## src/rtl/sobel_job_scheduler.sv

```systemverilog
// Job sequencer for the Sobel accelerator: queues jobs, programs config registers,
// launches runs, supervises status with a watchdog and emits one completion record per job.
//
// state    | meaning
// IDLE     | waiting for a queued or offered job
// LOAD     | config registers driven, image size checked
// LAUNCH   | START pulse, cycle counter loaded with 1
// WAIT_ACK | waiting for BUSY (DONE ignored, may be stale)
// RUN      | waiting for DONE/ERROR
// RECOVER  | accelerator soft reset held for 2 cycles
// REPORT   | completion record offered until consumed
module sobel_job_scheduler #(
   parameter int unsigned DEPTH          = 4,
   parameter logic [31:0] TIMEOUT_CYCLES = 32'd1_000_000
) (
   input  logic                     clk,
   input  logic                     rst_n,
   input  logic                     job_valid,
   output logic                     job_ready,
   input  logic [31:0]              job_img_size,
   input  logic [31:0]              job_src_addr,
   input  logic [31:0]              job_dst_addr,
   input  logic                     abort,
   output logic [31:0]              acc_ctrl,
   output logic [31:0]              acc_img_size,
   output logic [31:0]              acc_src_addr,
   output logic [31:0]              acc_dst_addr,
   input  logic [31:0]              acc_status,
   output logic                     cmp_valid,
   input  logic                     cmp_ready,
   output logic [7:0]               cmp_id,
   output logic [2:0]               cmp_code,
   output logic [31:0]              cmp_cycles,
   output logic [$clog2(DEPTH):0]   queue_level,
   output logic                     sched_busy
);
   localparam int unsigned AW      = $clog2(DEPTH);
   localparam logic [AW:0] DEPTH_L = (AW+1)'(DEPTH);

   localparam logic [2:0] CODE_OK       = 3'd0;
   localparam logic [2:0] CODE_ERROR    = 3'd1;
   localparam logic [2:0] CODE_TIMEOUT  = 3'd2;
   localparam logic [2:0] CODE_BAD_SIZE = 3'd3;
   localparam logic [2:0] CODE_ABORTED  = 3'd4;

   typedef enum logic [2:0] {
      S_IDLE, S_LOAD, S_LAUNCH, S_WAIT_ACK, S_RUN, S_RECOVER, S_REPORT
   } state_t;

   state_t        state;
   logic [1:0]    ctrl;
   logic [31:0]   cycle_cnt;
   logic [31:0]   cnt_inc;
   logic [7:0]    hold_id;
   logic [7:0]    id_cnt;
   logic          rec_cnt;
   logic          ready_en;
   logic [AW-1:0] wr_ptr;
   logic [AW-1:0] rd_ptr;
   logic [31:0]   fifo_size [DEPTH];
   logic [31:0]   fifo_src  [DEPTH];
   logic [31:0]   fifo_dst  [DEPTH];
   logic [7:0]    fifo_id   [DEPTH];

   logic st_busy, st_done, st_err;
   logic push, take_head, take_bypass, fifo_wr, bad_size, timed_out;
   logic unused_status;

   assign st_busy       = acc_status[0];
   assign st_done       = acc_status[1];
   assign st_err        = acc_status[2];
   assign unused_status = ^acc_status[31:3];

   assign job_ready   = ready_en && (queue_level < DEPTH_L) && !abort;
   assign push        = job_valid && job_ready;
   assign take_head   = (state == S_IDLE) && (queue_level != '0) && !abort;
   // An idle scheduler with an empty queue takes the offered job directly.
   assign take_bypass = (state == S_IDLE) && (queue_level == '0) && push;
   assign fifo_wr     = push && !take_bypass;
   assign bad_size    = (acc_img_size[15:0] < 16'd3) || (acc_img_size[31:16] < 16'd3);
   assign timed_out   = (cycle_cnt >= TIMEOUT_CYCLES);
   assign cnt_inc     = (cycle_cnt == 32'hFFFF_FFFF) ? cycle_cnt : cycle_cnt + 32'd1;
   assign acc_ctrl    = {30'd0, ctrl};
   assign sched_busy  = (state != S_IDLE);

   always_ff @(posedge clk) begin
      if (fifo_wr) begin
         fifo_size[wr_ptr] <= job_img_size;
         fifo_src[wr_ptr]  <= job_src_addr;
         fifo_dst[wr_ptr]  <= job_dst_addr;
         fifo_id[wr_ptr]   <= id_cnt;
      end
   end

   always_ff @(posedge clk or negedge rst_n) begin
      if (!rst_n) begin
         ready_en    <= 1'b0;
         wr_ptr      <= '0;
         rd_ptr      <= '0;
         queue_level <= '0;
         id_cnt      <= 8'd0;
      end else begin
         ready_en <= 1'b1;
         if (push)
            id_cnt <= id_cnt + 8'd1;
         if (abort) begin
            wr_ptr      <= '0;
            rd_ptr      <= '0;
            queue_level <= '0;
         end else begin
            if (fifo_wr)
               wr_ptr <= wr_ptr + 1'b1;
            if (take_head)
               rd_ptr <= rd_ptr + 1'b1;
            queue_level <= queue_level + (AW+1)'(fifo_wr) - (AW+1)'(take_head);
         end
      end
   end

   always_ff @(posedge clk or negedge rst_n) begin
      if (!rst_n) begin
         state        <= S_IDLE;
         ctrl         <= 2'b00;
         acc_img_size <= 32'd0;
         acc_src_addr <= 32'd0;
         acc_dst_addr <= 32'd0;
         cmp_valid    <= 1'b0;
         cmp_id       <= 8'd0;
         cmp_code     <= 3'd0;
         cmp_cycles   <= 32'd0;
         cycle_cnt    <= 32'd0;
         hold_id      <= 8'd0;
         rec_cnt      <= 1'b0;
      end else begin
         case (state)
            S_IDLE: begin
               if (take_head) begin
                  acc_img_size <= fifo_size[rd_ptr];
                  acc_src_addr <= fifo_src[rd_ptr];
                  acc_dst_addr <= fifo_dst[rd_ptr];
                  hold_id      <= fifo_id[rd_ptr];
                  cycle_cnt    <= 32'd0;
                  state        <= S_LOAD;
               end else if (take_bypass) begin
                  acc_img_size <= job_img_size;
                  acc_src_addr <= job_src_addr;
                  acc_dst_addr <= job_dst_addr;
                  hold_id      <= id_cnt;
                  cycle_cnt    <= 32'd0;
                  state        <= S_LOAD;
               end
            end
            S_LOAD: begin
               cmp_id <= hold_id;
               if (abort) begin
                  cmp_code   <= CODE_ABORTED;
                  cmp_cycles <= cycle_cnt;
                  ctrl       <= 2'b10;
                  rec_cnt    <= 1'b0;
                  state      <= S_RECOVER;
               end else if (bad_size) begin
                  cmp_code   <= CODE_BAD_SIZE;
                  cmp_cycles <= 32'd0;
                  cmp_valid  <= 1'b1;
                  state      <= S_REPORT;
               end else begin
                  ctrl      <= 2'b01;
                  cycle_cnt <= 32'd1;
                  state     <= S_LAUNCH;
               end
            end
            S_LAUNCH: begin
               cycle_cnt <= cnt_inc;
               if (abort) begin
                  cmp_code   <= CODE_ABORTED;
                  cmp_cycles <= cycle_cnt;
                  ctrl       <= 2'b10;
                  rec_cnt    <= 1'b0;
                  state      <= S_RECOVER;
               end else begin
                  ctrl  <= 2'b00;
                  state <= S_WAIT_ACK;
               end
            end
            S_WAIT_ACK, S_RUN: begin
               cycle_cnt <= cnt_inc;
               if (abort || (!st_err && timed_out && !(state == S_RUN && st_done))) begin
                  cmp_code   <= abort ? CODE_ABORTED : CODE_TIMEOUT;
                  cmp_cycles <= cycle_cnt;
                  ctrl       <= 2'b10;
                  rec_cnt    <= 1'b0;
                  state      <= S_RECOVER;
               end else if (st_err || (state == S_RUN && st_done)) begin
                  cmp_code   <= st_err ? CODE_ERROR : CODE_OK;
                  cmp_cycles <= cycle_cnt;
                  cmp_valid  <= 1'b1;
                  state      <= S_REPORT;
               end else if (state == S_WAIT_ACK && st_busy) begin
                  state <= S_RUN;
               end
            end
            S_RECOVER: begin
               if (abort)
                  cmp_code <= CODE_ABORTED;
               if (rec_cnt) begin
                  ctrl      <= 2'b00;
                  cmp_valid <= 1'b1;
                  state     <= S_REPORT;
               end else begin
                  rec_cnt <= 1'b1;
               end
            end
            S_REPORT: begin
               if (cmp_ready) begin
                  cmp_valid <= 1'b0;
                  state     <= S_IDLE;
               end
            end
            default: state <= S_IDLE;
         endcase
      end
   end
endmodule

```

## config.mk

```make
export PLATFORM = sky130hd
export DESIGN_NAME = sobel_job_scheduler
export DESIGN_NICKNAME = d
export VERILOG_FILES = /design/src/rtl/sobel_job_scheduler.sv
export SDC_FILE = /design/constraint.sdc
export NUM_CORES = 1
export LEC_CHECK = 0
export BUFFER_PORTS_ARGS = -buffer_cell sky130_fd_sc_hd__buf_2
export CAP_MARGIN = 20
export CELL_PAD_IN_SITES_DETAIL_PLACEMENT = 1
export CELL_PAD_IN_SITES_GLOBAL_PLACEMENT = 1
export CORE_MARGIN = 2
export CORE_UTILIZATION = 44
export DETAILED_ROUTE_END_ITERATION = 8
export PLACE_DENSITY = 0.85
export SLEW_MARGIN = 25
export SYNTH_ARGS = -nofsm -noshare
export SYNTH_HDL_FRONTEND = slang
export SYNTH_SLANG_ARGS = --single-unit
```

## constraint.sdc

```tcl
create_clock -name clk -period 3.77 [get_ports clk]
set_input_delay 0.5655 -clock clk [delete_from_list [all_inputs] [get_ports clk]]
set_output_delay 0.5655 -clock clk [all_outputs]
set_load 0.02 [all_outputs]
```

# [After elaboration in Yosys (flattened, before gate mapping)]
# Memory sizes are Yosys's and may differ from the RTL's.
# Index checks and enable logic that the tools add are counted.
# Widths: inputs -> output; s select.
[op_classes] addsub=6 magnitude_cmp=4 eq_ne=24 muxes=62 n_reduce_logical=44
[ops] operator="$mux 32" count=16
[ops] operator="$pmux 32 s3" count=2
[ops] operator="$mux 3" count=17
[ops] operator="$add 32x1->32 const B" count=1
[ops] operator="$eq 32x32->1 const B" count=1
[ops] operator="$ge 32x20->1 const B" count=1
[ops] operator="$lt 16x2->1 const B" count=2
[ops] operator="$ne 2x2->1 const B" count=10
[ops] operator="$mux 2" count=9
[ops] operator="$pmux 3 s6" count=1
[ops] operator="$reduce_bool 3->1" count=6
[ops] operator="$mux 8" count=2
[ops] operator="$reduce_and 4->1" count=4
[ops] operator="$logic_and 1x1->1" count=12
[ops] operator="$ne 3x3->1 const B" count=4
[ops] operator="$mux 1" count=11
[ops] operator="$eq 3x3->1 const B" count=3
[ops] operator="$pmux 3 s3" count=1
[ops] operator="$add 8x1->8 const B" count=1
[ops] operator="$pmux 2 s4" count=1
[ops] operator="$reduce_bool 4->1" count=2
[ops] operator="$reduce_and 7->1" count=1
[ops] operator="$eq 3x2->1 const B" count=2
[ops] operator="$logic_not 3->1" count=2
[ops] operator="17 further kinds" count=28
[word_totals] regBits=202 ramBits=416 output_inout_bits=177 mem_count=4
[memory_table] memory="fifo_dst" depth=4 word_bits=32 read_ports=1 rd_ports_with_merged_regs=0 write_ports=1 line="62" rtl="logic [31:0] fifo_dst [DEPTH];"
[memory_table] memory="fifo_size" depth=4 word_bits=32 read_ports=1 rd_ports_with_merged_regs=0 write_ports=1 line="60" rtl="logic [31:0] fifo_size [DEPTH];"
[memory_table] memory="fifo_src" depth=4 word_bits=32 read_ports=1 rd_ports_with_merged_regs=0 write_ports=1 line="61" rtl="logic [31:0] fifo_src [DEPTH];"
[memory_table] memory="fifo_id" depth=4 word_bits=8 read_ports=1 rd_ports_with_merged_regs=0 write_ports=1 line="63" rtl="logic [7:0] fifo_id [DEPTH];"

# [Logic depth before layout (Yosys ltp)]
# Gate-level depths: netlist (run 1).
[depth] depth_word=10 depth_mapped=13 ltp_nobuf=12

# [Worst setup path after synthesis (run 1)]
# Ideal clock, no wire load.
[synth_path] path_type="input to register" startpoint="input port abort" endpoint="memory fifo_dst[1][0], enable pin" t_arrival_ns=3.820 slack_ns=-0.525 cell_stages=4 path_cell_list="and4bb_1 > buf_2 > a21boi_1 > and2_1"
[synth_via] elab_chain_len=8
[synth_rtl] element="from (decl)" line="23" rtl="input logic abort,"
[synth_rtl] element="$logic_not 1->1 *" line="74" rtl="assign job_ready = ready_en && (queue_level < DEPTH_L) && !abort;"
[synth_rtl] element="$logic_and 1x1->1 *" line="74"
[synth_rtl] element="$logic_and 1x1->1 *" line="75" rtl="assign push = job_valid && job_ready;"
[synth_rtl] element="$logic_and 1x1->1" line="78" rtl="assign take_bypass = (state == S_IDLE) && (queue_level == '0) && push;"
[synth_rtl] element="$logic_not 1->1" line="79" rtl="assign fifo_wr = push && !take_bypass;"
[synth_rtl] element="$logic_and 1x1->1 *" line="79"
[synth_rtl] element="$mux 1 *" line="87" rtl="if (fifo_wr) begin"
[synth_rtl] element="$mux 1 (implied by the code) *" line="90" rtl="fifo_dst[wr_ptr] <= job_dst_addr;"
[synth_rtl] element="to (decl)" line="62"
# Mark *: on every way between the ends. The rest lies on a longest branch, timed or not.

# [Worst setup path after layout (run 1)]
[layout_path] startpoint="register state[2]" endpoint="register cmp_cycles[5]"
[layout_via] elab_chain_len=7
[layout_rtl] element="from (decl)" line="50" rtl="state_t state;"
[layout_rtl] element="from (signal assigned)" line="122" rtl="state <= S_IDLE;"
[layout_rtl] element="from (signal assigned)" line="143" rtl="state <= S_LOAD;"
[layout_rtl] element="from (signal assigned)" line="150" rtl="state <= S_LOAD;"
[layout_rtl] element="$eq 3x3->1" line="135, 187, 193"
[layout_rtl] element="$logic_and 1x1->1" line="187, 193"
[layout_rtl] element="$logic_not 1->1" line="187" rtl="if (abort || (!st_err && timed_out && !(state == S_RUN && st_done))) begin"
[layout_rtl] element="$logic_and 1x1->1" line="187"
[layout_rtl] element="$logic_or 1x1->1" line="187"
[layout_rtl] element="$ne 3x3->1 (no source line) / $mux 32 (equally long branches)"
[layout_rtl] element="$reduce_and 4->1 (no source line) / $pmux 32 s3 (equally long branches)"
[layout_rtl] element="to (signal assigned)" line="176" rtl="cmp_cycles <= cycle_cnt;"
[layout_rtl] element="to (signal assigned)" line="189" rtl="cmp_cycles <= cycle_cnt;"
[layout_rtl] element="to (signal assigned)" line="195" rtl="cmp_cycles <= cycle_cnt;"
[layout_rtl] element="to (decl)" line="33" rtl="output logic [31:0] cmp_cycles,"
# Several ways; a longest one is shown, not always the timed one.
# A chain may end at the register's enable or synchronous reset.

==> metrics.txt, run 1 <==
# TYPE chip_impl_metric gauge
chip_impl_metric{name="power_switching_share",unit="%"} 32.07
chip_impl_metric{name="synth.top_cell.area_share",unit="%"} 49.47
chip_impl_metric{name="timing_hold_violations_final",unit=""} 0
chip_impl_metric{name="finalSetupViolations",unit=""} 0
chip_impl_metric{name="cts_resized",unit=""} 0
chip_impl_metric{name="ioPinCount",unit=""} 310
chip_impl_metric{name="power.leakage",unit="nW"} 11.23
chip_impl_info{name="setup_crit_start_kind",value="flop"} 1
chip_impl_info{name="ys_dominant_reg_cell",value="edfxtp_1"} 1
chip_impl_info{name="crit_path_end_kind",value="flop"} 1
chip_impl_metric{name="grt_max_degree",unit=""} 200
chip_impl_info{name="hold_path.class",value="input port to asynchronous set/reset pin"} 1
chip_impl_metric{name="die_area",unit="µm²"} 59320
chip_impl_metric{name="layout_min_cycle_time",unit="ps"} 2724
chip_impl_metric{name="placeableCoreArea",unit="µm²"} 56600
chip_impl_metric{name="fin_nets",unit=""} 2129
chip_impl_metric{name="number_of_max_cap_violations",unit=""} 0
chip_impl_metric{name="via_count",unit=""} 15970
chip_impl_metric{name="max-clock-path-buffers",unit=""} 3
chip_impl_metric{name="report.final.slew_viol_count",unit=""} 0
chip_impl_info{name="tritoncts",value="built"} 1
chip_impl_info{name="rsz0062_at_grt",value="no"} 1
chip_impl_metric{name="number_of_antenna_violations_at_the_first_check_in_global_routing",unit=""} 16
chip_impl_metric{name="ctsHoldBuffers",unit=""} 0
chip_impl_metric{name="max_freq",unit="MHz"} 367.1
chip_impl_info{name="clockRootBuffer",value="clkbuf_16"} 1
chip_impl_metric{name="clk_network_pwr_share",unit="%"} 33.0
chip_impl_info{name="startpoint_to_endpoint_class_of_the_critical_path",value="flop to flop"} 1
chip_impl_info{name="critPathSlowestCell",value="nor3b_4"} 1
chip_impl_metric{name="placement.io_buffers",unit=""} 250
chip_impl_metric{name="mappedNetlistArea",unit="µm²"} 25250
chip_impl_metric{name="ys_warns",unit=""} 0
chip_impl_metric{name="fin_util",unit="%"} 52.42
chip_impl_metric{name="initial_core_utilization",unit="%"} 44.61
chip_impl_metric{name="share_comb_of_total_power",unit="%"} 23.8
chip_impl_metric{name="grtUsageTotal",unit="%"} 22.96
chip_impl_metric{name="synthArstFlopShare",unit="%"} 32.69
chip_impl_metric{name="cp_slowest_stage_delay",unit="ps"} 410
chip_impl_metric{name="synth_seq_cells",unit=""} 618
chip_impl_metric{name="power.density_cell_area",unit="nW/µm²"} 692.8
chip_impl_info{name="outcome",value="complete, no violations"} 1
chip_impl_metric{name="ys_types",unit=""} 67
chip_impl_metric{name="gp_congestion",unit=""} 0.8368
chip_impl_metric{name="final.period_utilization",unit="%"} 72.25
chip_impl_metric{name="cell_row_count",unit=""} 87
chip_impl_metric{name="global_route.overflow_total",unit=""} 0
chip_impl_metric{name="numCtsBuffers",unit=""} 69
chip_impl_info{name="post-synth-top-area-cell",value="edfxtp_1"} 1
chip_impl_metric{name="detail_route.iter0.violations",unit=""} 1343
chip_impl_metric{name="cts.clk_slew.worst_paths",unit="ps"} 60
chip_impl_metric{name="timing.slew.headroom",unit="%"} 28.04
chip_impl_metric{name="power_frac_seq",unit="%"} 43.2
chip_impl_metric{name="final.setup.tns",unit="ps"} 0
chip_impl_metric{name="worstMarginPinSlew",unit="ps"} 1079
chip_impl_metric{name="floorplan.die.height",unit="µm"} 243.6
chip_impl_metric{name="grt_pass1_wl",unit="mm"} 104.5
chip_impl_metric{name="switching_power",unit="mW"} 6.592
chip_impl_metric{name="cts_post_setup_buffers_inserted",unit=""} 0
chip_impl_metric{name="synth_edf_count",unit=""} 416
chip_impl_metric{name="avgSynthCellArea",unit="µm²"} 14.59
chip_impl_metric{name="clock-sinks",unit=""} 618
chip_impl_metric{name="layout.filler_cells",unit=""} 5561
chip_impl_metric{name="area_growth",unit="%"} 17.52
chip_impl_metric{name="first_global_vias",unit=""} 17670
chip_impl_info{name="leading_cell_type_by_number_of_instances_after_synthesis",value="edfxtp_1"} 1
chip_impl_metric{name="seqCellArea",unit="µm²"} 17550
chip_impl_metric{name="viasPerCell",unit=""} 5.692
chip_impl_metric{name="detailedRoute.firstPassIterationCount",unit=""} 7
chip_impl_metric{name="routedWlPerCell",unit="µm"} 24.05
chip_impl_metric{name="clk_latency",unit="ps"} 600
chip_impl_metric{name="dp_hpwl",unit="mm"} 40.33
chip_impl_metric{name="synth-seq-area-share",unit="%"} 69.49
chip_impl_metric{name="arrival",unit="ps"} 3230
chip_impl_info{name="synth_area_leaders",value="edfxtp_1 (49%), dfrtp_1 (20%), mux4_2 (9.3%)"} 1
chip_impl_metric{name="drive_gt1_share",unit="%"} 25.81
chip_impl_metric{name="netlist_instances",unit=""} 1731
chip_impl_metric{name="detail-route-antenna-nets",unit=""} 0
chip_impl_info{name="synth.top_cells.by_count",value="edfxtp_1 (416), nand2_1 (278), dfrtp_1 (202), nor2_1 (124), a31oi_1 (114)"} 1
chip_impl_metric{name="totalWireLength",unit="mm"} 67.47
chip_impl_metric{name="multi_input_comb_area",unit="µm²"} 6974
chip_impl_metric{name="internal_power",unit="mW"} 13.97
chip_impl_metric{name="clock-skew-final",unit="ps"} 18.82
chip_impl_metric{name="cp_max_fo",unit=""} 22
chip_impl_metric{name="die_w",unit="µm"} 243.6
chip_impl_metric{name="irDropWorstVdd",unit="V"} 0.0006160
chip_impl_metric{name="cp_data_required_time",unit="ps"} 4280
chip_impl_info{name="worstPathCellList",value="buf_4 > nor3b_4 > a32oi_1 > a211o_1 > a21oi_2 > o21bai_4 > buf_16 > mux2i_1"} 1
chip_impl_metric{name="post-route-drc-count",unit=""} 0
chip_impl_metric{name="cts.htree.levels",unit=""} 3
==> layout by cell type, fill, tap and decap left out, types with 10 or more instances in the layout <==
cell type,instances
conb_1,31
o21ai_1,22
mux2i_1,34
clkbuf_1,19
nand2_1,276
a21oi_1,29
nand3_1,23
nor4_1,11
nor2_1,124
dfrtp_1,200
clkbuf_16,73
o21ai_0,24
buf_2,249
nand4_1,19
mux4_2,104
buf_12,10
clkinv_2,10
buf_4,27
o31ai_1,12
edfxtp_1,416
a31oi_1,114
inv_1,49
clkbuf_8,11
and3_1,12
==> registers in the layout (all words and copies together) (netlist names), 32 cells and up <==
register	cells
fifo_dst	128
fifo_size	128
fifo_src	128
acc_dst_addr	32
acc_img_size	32
acc_src_addr	32
cmp_cycles	32
cycle_cnt	32
fifo_id	32
==> cell families after synthesis <==
logic type	Yosys count	synth area share [%]
flip-flops	618	69.49
AND/OR/NAND/NOR	509	8.750
AO/OA/AOI/OAI	247	6.144
buffers and inverters	184	3.533
multiplexers	149	11.11
XOR/XNOR	12	0.4162
adder cells (fa/ha/maj)	10	0.5252
other	2	0.02974
==> metrics by stage <==
| step | total power, mW | cells | hold WS, ps | instance area [µm²] | worst slack, ps |
|---|---|---|---|---|---|
| after floorplan | 12.01 | 1760 | 269.9 | 25370 | 608.9 |
| after detailed placement | 13.83 | 2671 | 459.4 | 27360 | 838.7 |
| after CTS | 20.69 | 2798 | 44.17 | 29650 | 987.0 |
| final | 20.56 | 2805 | 38.38 | 29670 | 1046 |
| after global routing | 21.42 | 2801 | 86.32 | 29660 | 822.8 |
| after global placement | 13.49 | 2670 | 458.6 | 27330 | 878.2 |
==> worst paths after layout <==
| kind | slack [ps] | depth (start not counted) | to | from |
|---|---|---|---|---|
| max in group asynchronous | 2820 | 2 | acc_src_addr[0] | rst_n |
| hold reg to reg | 470 | 2 | hold_id[1] | hold_id[1] |
| hold / removal | 40 | 1 | cmp_cycles[30] | rst_n |
| setup / recovery | 1050 | 8 | cmp_cycles[5] | state[2] |
| min in group clk | 200 | 1 | fifo_dst[2][31] | job_dst_addr[31] |
| setup reg to reg | 1050 | 8 | cmp_cycles[5] | state[2] |
==> power groups by stage <==
stage	clock network [mW]	registers [mW]	logic, mW
after floorplan	0	9.50	2.51
after global placement	0	8.89	4.61
after CTS	6.89	8.87	4.93
final	6.79	8.87	4.89
after global routing	7.16	8.97	5.29
after detailed placement	0	8.96	4.86
==> worst max-delay path: cells and delay by family (launching register included) <==
family,cells,cell delay [ps]
AO/OA/AOI/OAI,4,1110
buffers and inverters,2,500
AND/OR/NAND/NOR,1,410
flip-flops,1,360
multiplexers,1,230
==> layer usage <==
| metal | vias to the layer above | routed length, µm | GRT usage, % |
|---|---|---|---|
| li1 | 6950 | - | - |
| met1 | 8258 | 26550 | 27.87 |
| met2 | 572 | 33760 | 38.87 |
| met3 | 162 | 5101 | 6.598 |
| met4 | 24 | 1875 | 8.895 |
| met5 | - | 172 | 0 |
==> layout make-up <==
type	count	area share, %
multi-input combinational	958	23.50
antenna	7	0.05903
tap	756	3.188
clock inverter	24	0.8433
inverter	51	0.6451
clock buffer	103	6.906
timing repair buffer	288	5.701
sequential	618	59.16
Power figures use the tool's default switching activity.
==> run 2: changes to the inputs <==
Clock period 3.77 ns to 2.5 ns, I/O delays scaled along.
==> run 2 against run 1 <==
Non-clock buffer count increased by 125. Worst hold slack got worse by 6.2 ps. Total power increased by 52%. Combinational power increased by 65%. Fmax increased by 13%. Design area increased by 3.8%. Critical path depth decreased by 1. Highest routed layer unchanged. Critical path type unchanged. Worst setup slack got worse by 960 ps. Via count increased by 4.6%.
==> metrics.txt, run 2 (synthesis gave the netlist of run 1 again) <==
# TYPE chip_impl_metric gauge
chip_impl_info{name="outcome",value="complete, no violations"} 1
chip_impl_info{name="worstPathCellList",value="o31ai_1 > nand3_2 > a211o_1 > a21oi_2 > o21bai_4 > buf_12 > mux2i_1"} 1
chip_impl_metric{name="power_frac_seq",unit="%"} 42.9
chip_impl_metric{name="clock-sinks",unit=""} 618
chip_impl_info{name="critPathSlowestCell",value="dfrtp_1"} 1
chip_impl_metric{name="rr_worst_depth",unit=""} 7
chip_impl_metric{name="irDropWorstVdd",unit="V"} 0.0006553
chip_impl_metric{name="floorplan.die.height",unit="µm"} 243.6
chip_impl_metric{name="dp_hpwl",unit="mm"} 43.50
chip_impl_metric{name="cp_slowest_stage_delay",unit="ps"} 450
chip_impl_metric{name="detail-route-antenna-nets",unit=""} 0
chip_impl_metric{name="fin_util",unit="%"} 54.44
chip_impl_metric{name="worstMarginPinSlew",unit="ps"} 1065
chip_impl_info{name="clockRootBuffer",value="clkbuf_16"} 1
chip_impl_metric{name="fin_nets",unit=""} 2251
chip_impl_metric{name="max_freq",unit="MHz"} 414.8
chip_impl_metric{name="die_area",unit="µm²"} 59320
chip_impl_metric{name="layout.filler_cells",unit=""} 5573
chip_impl_info{name="hold_path.class",value="input port to flop"} 1
chip_impl_info{name="min_delay_src",value="job_img_size[18]"} 1
chip_impl_metric{name="number_of_max_cap_violations",unit=""} 0
chip_impl_metric{name="power_switching_share",unit="%"} 32.82
chip_impl_metric{name="worst_hold_slack",unit="ps"} 32.22
chip_impl_metric{name="timing_hold_violations_final",unit=""} 0
chip_impl_metric{name="number_of_antenna_violations_at_the_first_check_in_global_routing",unit=""} 7
chip_impl_metric{name="grt_max_degree",unit=""} 200
chip_impl_metric{name="arrival",unit="ps"} 2920
chip_impl_metric{name="area_growth",unit="%"} 22.04
chip_impl_metric{name="cp_max_fo",unit=""} 32
chip_impl_info{name="startpoint_to_endpoint_class_of_the_critical_path",value="flop to flop"} 1
chip_impl_metric{name="die_w",unit="µm"} 243.6
chip_impl_metric{name="finalSetupViolations",unit=""} 0
chip_impl_metric{name="global_route.overflow_total",unit=""} 0
chip_impl_metric{name="regToRegSetupSlack",unit="ps"} 90
chip_impl_metric{name="max-clock-path-buffers",unit=""} 3
chip_impl_info{name="worst_reg2reg_path_startpoint",value="cycle_cnt[6]"} 1
chip_impl_info{name="worst_hold_path.endpoint",value="fifo_size[0][18]"} 1
chip_impl_metric{name="numCtsBuffers",unit=""} 66
chip_impl_metric{name="gp_congestion",unit=""} 0.8466
chip_impl_metric{name="final_design_area_no_fill",unit="µm²"} 30820
chip_impl_metric{name="cell_row_count",unit=""} 87
chip_impl_metric{name="switching_power",unit="mW"} 10.23
chip_impl_metric{name="final.setup.tns",unit="ps"} 0
chip_impl_metric{name="cts.htree.levels",unit=""} 3
chip_impl_metric{name="timing.slew.headroom",unit="%"} 28.99
chip_impl_info{name="crit_path_end_kind",value="flop"} 1
chip_impl_metric{name="cts.clk_slew.worst_paths",unit="ps"} 60
chip_impl_metric{name="power.leakage",unit="nW"} 11.76
chip_impl_info{name="critical_path.top_delay_family",value="compound AO/OA/AOI/OAI gates"} 1
chip_impl_metric{name="report.power.total",unit="mW"} 31.17
chip_impl_metric{name="initial_core_utilization",unit="%"} 44.61
chip_impl_metric{name="power.density_cell_area",unit="nW/µm²"} 1011
chip_impl_metric{name="first_global_vias",unit=""} 18340
chip_impl_metric{name="drive_gt1_share",unit="%"} 26.22
chip_impl_metric{name="detail_route.iter0.violations",unit=""} 1436
chip_impl_info{name="crit-reg2reg-capture",value="cmp_cycles[7]"} 1
chip_impl_metric{name="cp_data_required_time",unit="ps"} 3010
chip_impl_metric{name="clk_latency",unit="ps"} 610
chip_impl_info{name="layout.cells.most_common",value="edfxtp_1"} 1
chip_impl_metric{name="share_comb_of_total_power",unit="%"} 25.9
chip_impl_info{name="tritoncts",value="built"} 1
chip_impl_info{name="reg.largest.list",value="fifo_dst: 128 flops, fifo_size: 128 flops, fifo_src: 128 flops"} 1
chip_impl_metric{name="totalWireLength",unit="mm"} 73.19
chip_impl_metric{name="report.final.slew_viol_count",unit=""} 0
chip_impl_metric{name="via_count",unit=""} 16700
chip_impl_metric{name="detailedRoute.firstPassIterationCount",unit=""} 6
chip_impl_metric{name="internal_power",unit="mW"} 20.94
chip_impl_metric{name="placeableCoreArea",unit="µm²"} 56600
chip_impl_metric{name="grt_pass1_wl",unit="mm"} 112.4
chip_impl_metric{name="post-route-drc-count",unit=""} 0
chip_impl_info{name="final_cell_mix",value="edfxtp_1 (416), nand2_1 (277), buf_2 (249)"} 1
chip_impl_metric{name="grtUsageTotal",unit="%"} 24.86
chip_impl_metric{name="final.period_utilization",unit="%"} 96.44
chip_impl_metric{name="placedInstanceArea",unit="µm²"} 27900
chip_impl_metric{name="min_delay_path_depth",unit=""} 1
chip_impl_metric{name="clock-skew-final",unit="ps"} 27.08
chip_impl_metric{name="placement.io_buffers",unit=""} 250
chip_impl_metric{name="routedWlPerCell",unit="µm"} 25.08
chip_impl_metric{name="critPathBufInv",unit=""} 1
chip_impl_metric{name="layout_min_cycle_time",unit="ps"} 2411
chip_impl_metric{name="clk_network_pwr_share",unit="%"} 31.2
chip_impl_metric{name="ioPinCount",unit=""} 310
chip_impl_metric{name="viasPerCell",unit=""} 5.722
chip_impl_info{name="setup_crit_start_kind",value="flop"} 1
==> run 2: final cells by class <==
class                      count  area, µm²  area share [%]
multi-input combinational    958       7005           22.73
antenna                        3      7.507         0.02436
clock inverter                26      287.8          0.9338
sequential                   618      17560           56.97
timing repair buffer         413       3009           9.765
tap                          756      945.9           3.069
clock buffer                  93       1814           5.887
inverter                      51      191.4          0.6212
==> run 2: stage by stage <==
stage                     setup slack, ps  std cells
after global placement              27.32       2717
after CTS                           21.21       2914
final                               89.10       2918
after detailed placement            28.87       2717
after floorplan                     2.027       1760
after global routing               -20.69       2917
==> run 2: worst reg2reg max path: stages, from the launching register on <==
cell and delay, ps:
dfrtp_1 450, o31ai_1 370, nand3_2 210, a211o_1 340, a21oi_2 260, o21bai_4 190
buf_12 250, mux2i_1 260
==> run 2: power by group through the flow <==
stage               Clock [mW]  Sequential, mW  Combinational, mW
floorplan                    0            14.3               3.81
global placement             0            13.3               7.44
detailed placement           0            13.5               7.81
CTS                       9.83            13.3               8.00
global route              10.2            13.5               8.68
finish                    9.72            13.4               8.09
==> run 2: what timing repair did <==
item	in CTS	in global routing
setup buffers	0	1
endpoints found under the setup margin	0	55
endpoints found under the hold margin	334	0
gates resized for setup	0	7
hold buffers	78	0
==> run 2: how the worst max path moves through the flow <==
| stage | startpoint | end | depth (start not counted) |
|---|---|---|---|
| 2_1_floorplan | queue_level[2] | queue_level[2] | 11 |
| 3_3_place_gp | abort | queue_level[2] | 11 |
| 3_5_place_dp | acc_img_size[13] | cmp_cycles[22] | 9 |
| 4_1_cts | acc_img_size[13] | cmp_cycles[22] | 9 |
| 5_1_grt | cycle_cnt[6] | cmp_cycles[26] | 7 |
| 6_report | cycle_cnt[6] | cmp_cycles[7] | 7 |
==> run 2: routing by layer <==
metal | wire, µm | track usage [%] | vias to the layer above | part of all wire [%]
li1 | - | - | 7180 | -
met1 | 28150 | 30.72 | 8621 | 38
met2 | 37450 | 42.48 | 690 | 51
met3 | 4743 | 4.946 | 198 | 6.5
met4 | 2791 | 11.07 | 8 | 3.8
met5 | 55 | 0 | - | 0.075
==> run 3: changes to the inputs <==
Settings changed: BUFFER_PORTS_ARGS -buffer_cell sky130_fd_sc_hd__buf_2 to -buffer_cell sky130_fd_sc_hd__buf_4.
==> run 3 against run 2 <==
Routed wire length shrank 1.1%. Clock skew decreased by 3.9 ps. Worst hold slack improved by 130 ps. Clock power rose by 1%. Via count about the same. Global-route usage is 0.31 points lower. Sequential power is essentially flat. Largest power group unchanged.
==> metrics.txt, run 3 (synthesis gave the netlist of run 1 again) <==
# TYPE chip_impl_metric gauge
chip_impl_info{name="outcome",value="complete, no violations"} 1
chip_impl_info{name="tritoncts",value="built"} 1
chip_impl_metric{name="clk_latency",unit="ps"} 630
chip_impl_metric{name="clk_network_pwr_share",unit="%"} 30.9
chip_impl_info{name="min_delay_src",value="acc_status[2]"} 1
chip_impl_info{name="clockRootBuffer",value="clkbuf_16"} 1
chip_impl_metric{name="report.power.total",unit="mW"} 31.90
chip_impl_metric{name="cts.htree.levels",unit=""} 2
chip_impl_metric{name="fin_nets",unit=""} 2259
chip_impl_metric{name="max_freq",unit="MHz"} 414.5
chip_impl_metric{name="final_design_area_no_fill",unit="µm²"} 31560
chip_impl_metric{name="ioPinCount",unit=""} 310
chip_impl_info{name="startpoint",value="queue_level[2]"} 1
chip_impl_metric{name="number_of_max_cap_violations",unit=""} 0
chip_impl_info{name="reg.largest.list",value="fifo_dst: 128 flops, fifo_size: 128 flops, fifo_src: 128 flops"} 1
chip_impl_metric{name="cts.clk_slew.worst_paths",unit="ps"} 60
chip_impl_metric{name="detailedRoute.firstPassIterationCount",unit=""} 5
chip_impl_metric{name="switching_power",unit="mW"} 10.24
chip_impl_metric{name="gp_congestion",unit=""} 0.8519
chip_impl_metric{name="layout.filler_cells",unit=""} 5416
chip_impl_metric{name="die_w",unit="µm"} 243.6
chip_impl_metric{name="area_growth",unit="%"} 24.97
chip_impl_metric{name="floorplan.die.height",unit="µm"} 243.6
chip_impl_metric{name="drive_gt1_share",unit="%"} 26.01
chip_impl_metric{name="detail_route.iter0.violations",unit=""} 1499
chip_impl_metric{name="detail-route-antenna-nets",unit=""} 0
chip_impl_info{name="crit_path_end_kind",value="flop"} 1
chip_impl_metric{name="layout_setup_ws",unit="ps"} 87.70
chip_impl_metric{name="share_comb_of_total_power",unit="%"} 27.1
chip_impl_metric{name="cp_slowest_stage_delay",unit="ps"} 430
chip_impl_metric{name="timing.slew.headroom",unit="%"} 24.05
chip_impl_metric{name="power_frac_seq",unit="%"} 42.0
chip_impl_metric{name="max-clock-path-buffers",unit=""} 3
chip_impl_metric{name="timing_hold_violations_final",unit=""} 0
chip_impl_metric{name="power.density_cell_area",unit="nW/µm²"} 1011
chip_impl_metric{name="cp_max_fo",unit=""} 4
chip_impl_info{name="worst_reg2reg_path_startpoint",value="queue_level[2]"} 1
chip_impl_metric{name="totalWireLength",unit="mm"} 72.35
chip_impl_metric{name="internal_power",unit="mW"} 21.66
chip_impl_metric{name="via_count",unit=""} 16680
chip_impl_metric{name="power.leakage",unit="nW"} 11.94
chip_impl_info{name="critPathSlowestCell",value="dfrtp_2"} 1
chip_impl_metric{name="dpl_ws",unit="ps"} 28.08
chip_impl_metric{name="placement.io_buffers",unit=""} 250
chip_impl_metric{name="dp_hpwl",unit="mm"} 42.16
chip_impl_metric{name="power_switching_share",unit="%"} 32.10
chip_impl_metric{name="report.final.slew_viol_count",unit=""} 0
chip_impl_metric{name="cell_row_count",unit=""} 87
chip_impl_metric{name="placeableCoreArea",unit="µm²"} 56600
chip_impl_metric{name="finalSetupViolations",unit=""} 0
chip_impl_metric{name="layout_min_cycle_time",unit="ps"} 2412
chip_impl_metric{name="viasPerCell",unit=""} 5.703
chip_impl_metric{name="global_route.overflow_total",unit=""} 0
chip_impl_metric{name="initial_core_utilization",unit="%"} 44.61
chip_impl_metric{name="irDropWorstVdd",unit="V"} 0.001081
chip_impl_metric{name="routedWlPerCell",unit="µm"} 24.73
chip_impl_metric{name="clock-skew-final",unit="ps"} 23.19
chip_impl_metric{name="grt_max_degree",unit=""} 200
chip_impl_info{name="final_cell_mix",value="edfxtp_1 (416), buf_4 (306), nand2_1 (277)"} 1
chip_impl_metric{name="numCtsBuffers",unit=""} 61
chip_impl_info{name="rsz0062_at_grt",value="no"} 1
chip_impl_metric{name="placedInstanceArea",unit="µm²"} 28430
chip_impl_info{name="layout.cells.most_common",value="edfxtp_1"} 1
chip_impl_metric{name="die_area",unit="µm²"} 59320
chip_impl_metric{name="final.period_utilization",unit="%"} 96.49
chip_impl_metric{name="arrival",unit="ps"} 2900
chip_impl_info{name="worstPathCellList",value="and4bb_2 > a21boi_4 > inv_1 > ha_1 > inv_1 > ha_1 > fa_2 > xnor2_1 > xnor2_1 > nor2_1"} 1
chip_impl_info{name="hold_path.class",value="input port to flop"} 1
chip_impl_metric{name="grtUsageTotal",unit="%"} 24.55
chip_impl_metric{name="clock-sinks",unit=""} 618
chip_impl_metric{name="worstMarginPinSlew",unit="ps"} 1139
chip_impl_metric{name="first_global_vias",unit=""} 18300
chip_impl_info{name="startpoint_to_endpoint_class_of_the_critical_path",value="flop to flop"} 1
chip_impl_info{name="setup_crit_start_kind",value="flop"} 1
chip_impl_metric{name="cp_data_required_time",unit="ps"} 2990
chip_impl_metric{name="grt_pass1_wl",unit="mm"} 112.4
chip_impl_metric{name="number_of_antenna_violations_at_the_first_check_in_global_routing",unit=""} 3
chip_impl_metric{name="post-route-drc-count",unit=""} 0
run 3: cell types whose count changed in the layout (fill, tap and decap cells not counted), moves of 2 or more:
cell | before | now
inv_6 | 4 | 2
clkbuf_16 | 67 | 61
diode_2 | 3 | 1
bufinv_16 | 5 | 11
buf_2 | 249 | 0
buf_4 | 58 | 306
clkbuf_1 | 22 | 15
clkinvlp_4 | 0 | 2
clkinv_2 | 8 | 11
dlygate4sd3_1 | 78 | 97
buf_12 | 26 | 22
run 3: area by class of cell:
| type | instances | area [µm²] | share of cell area (%) |
|---|---|---|---|
| Multi-Input combinational cell | 958 | 7018 | 22.24 |
| Clock inverter | 34 | 469.2 | 1.487 |
| Antenna cell | 1 | 2.502 | 0.007930 |
| Clock buffer | 81 | 1652 | 5.234 |
| Inverter | 51 | 191.4 | 0.6066 |
| Tap cell | 756 | 945.9 | 2.997 |
| Sequential cell | 618 | 17560 | 55.63 |
| Timing Repair Buffer | 426 | 3724 | 11.80 |
run 3: power by group through the flow:
stage | registers, mW | clock network [mW] | logic [mW]
2_1_floorplan | 14.3 | 0 | 3.81
5_1_grt | 13.5 | 10.3 | 9.26
4_1_cts | 13.4 | 9.94 | 8.56
3_3_place_gp | 13.4 | 0 | 7.96
6_report | 13.4 | 9.86 | 8.63
3_5_place_dp | 13.5 | 0 | 8.32
run 3: per-layer routing:
layer | share of wire, % | global-route usage (%)
met1 | 40 | 31.40
met2 | 51 | 42.39
met3 | 6.2 | 4.549
met4 | 3.0 | 7.963
met5 | 0.032 | 0
run 3: through the flow:
stage	setup TNS (ps)	hold WS, ps	instances	utilization [%]
2_1_floorplan	0	79.41	1760	-
3_3_place_gp	-1.097	407.3	2711	50.22
3_5_place_dp	0	418.1	2711	50.22
4_1_cts	0	125.1	2923	55.68
5_1_grt	0	158.7	2925	55.75
6_report	0	165.0	2925	55.75
run 3: path summary, 6_finish.rpt:
path	endpoint	slack (ps)	cells past startpoint
max in group asynchronous	acc_src_addr[31]	1360	3
hold reg to reg	hold_id[6]	490	2
hold / removal	cmp_code[0]	170	3
min in group asynchronous	acc_src_addr[3]	360	2
setup / recovery	queue_level[2]	90	10
setup reg to reg	queue_level[2]	90	10
run 3: critical path, delay by kind of cell (launching register included):
kind                     cells  cell delay [ps]
XOR/XNOR                     2              340
AO/OA/AOI/OAI                1              200
flip-flops                   1              430
AND/OR/NAND/NOR              2              410
buffers and inverters        2              110
adder cells (fa/ha/maj)      3              810
run 3: timing repair:
action / CTS / global route
buffers inserted: 0 / 1
hold endpoints to repair: 443 / 0
pin swaps: 0 / 2
hold buffers: 97 / 0
gates resized for setup: 1 / 4
setup endpoints to repair: 1 / 4
gates cloned: 0 / 0
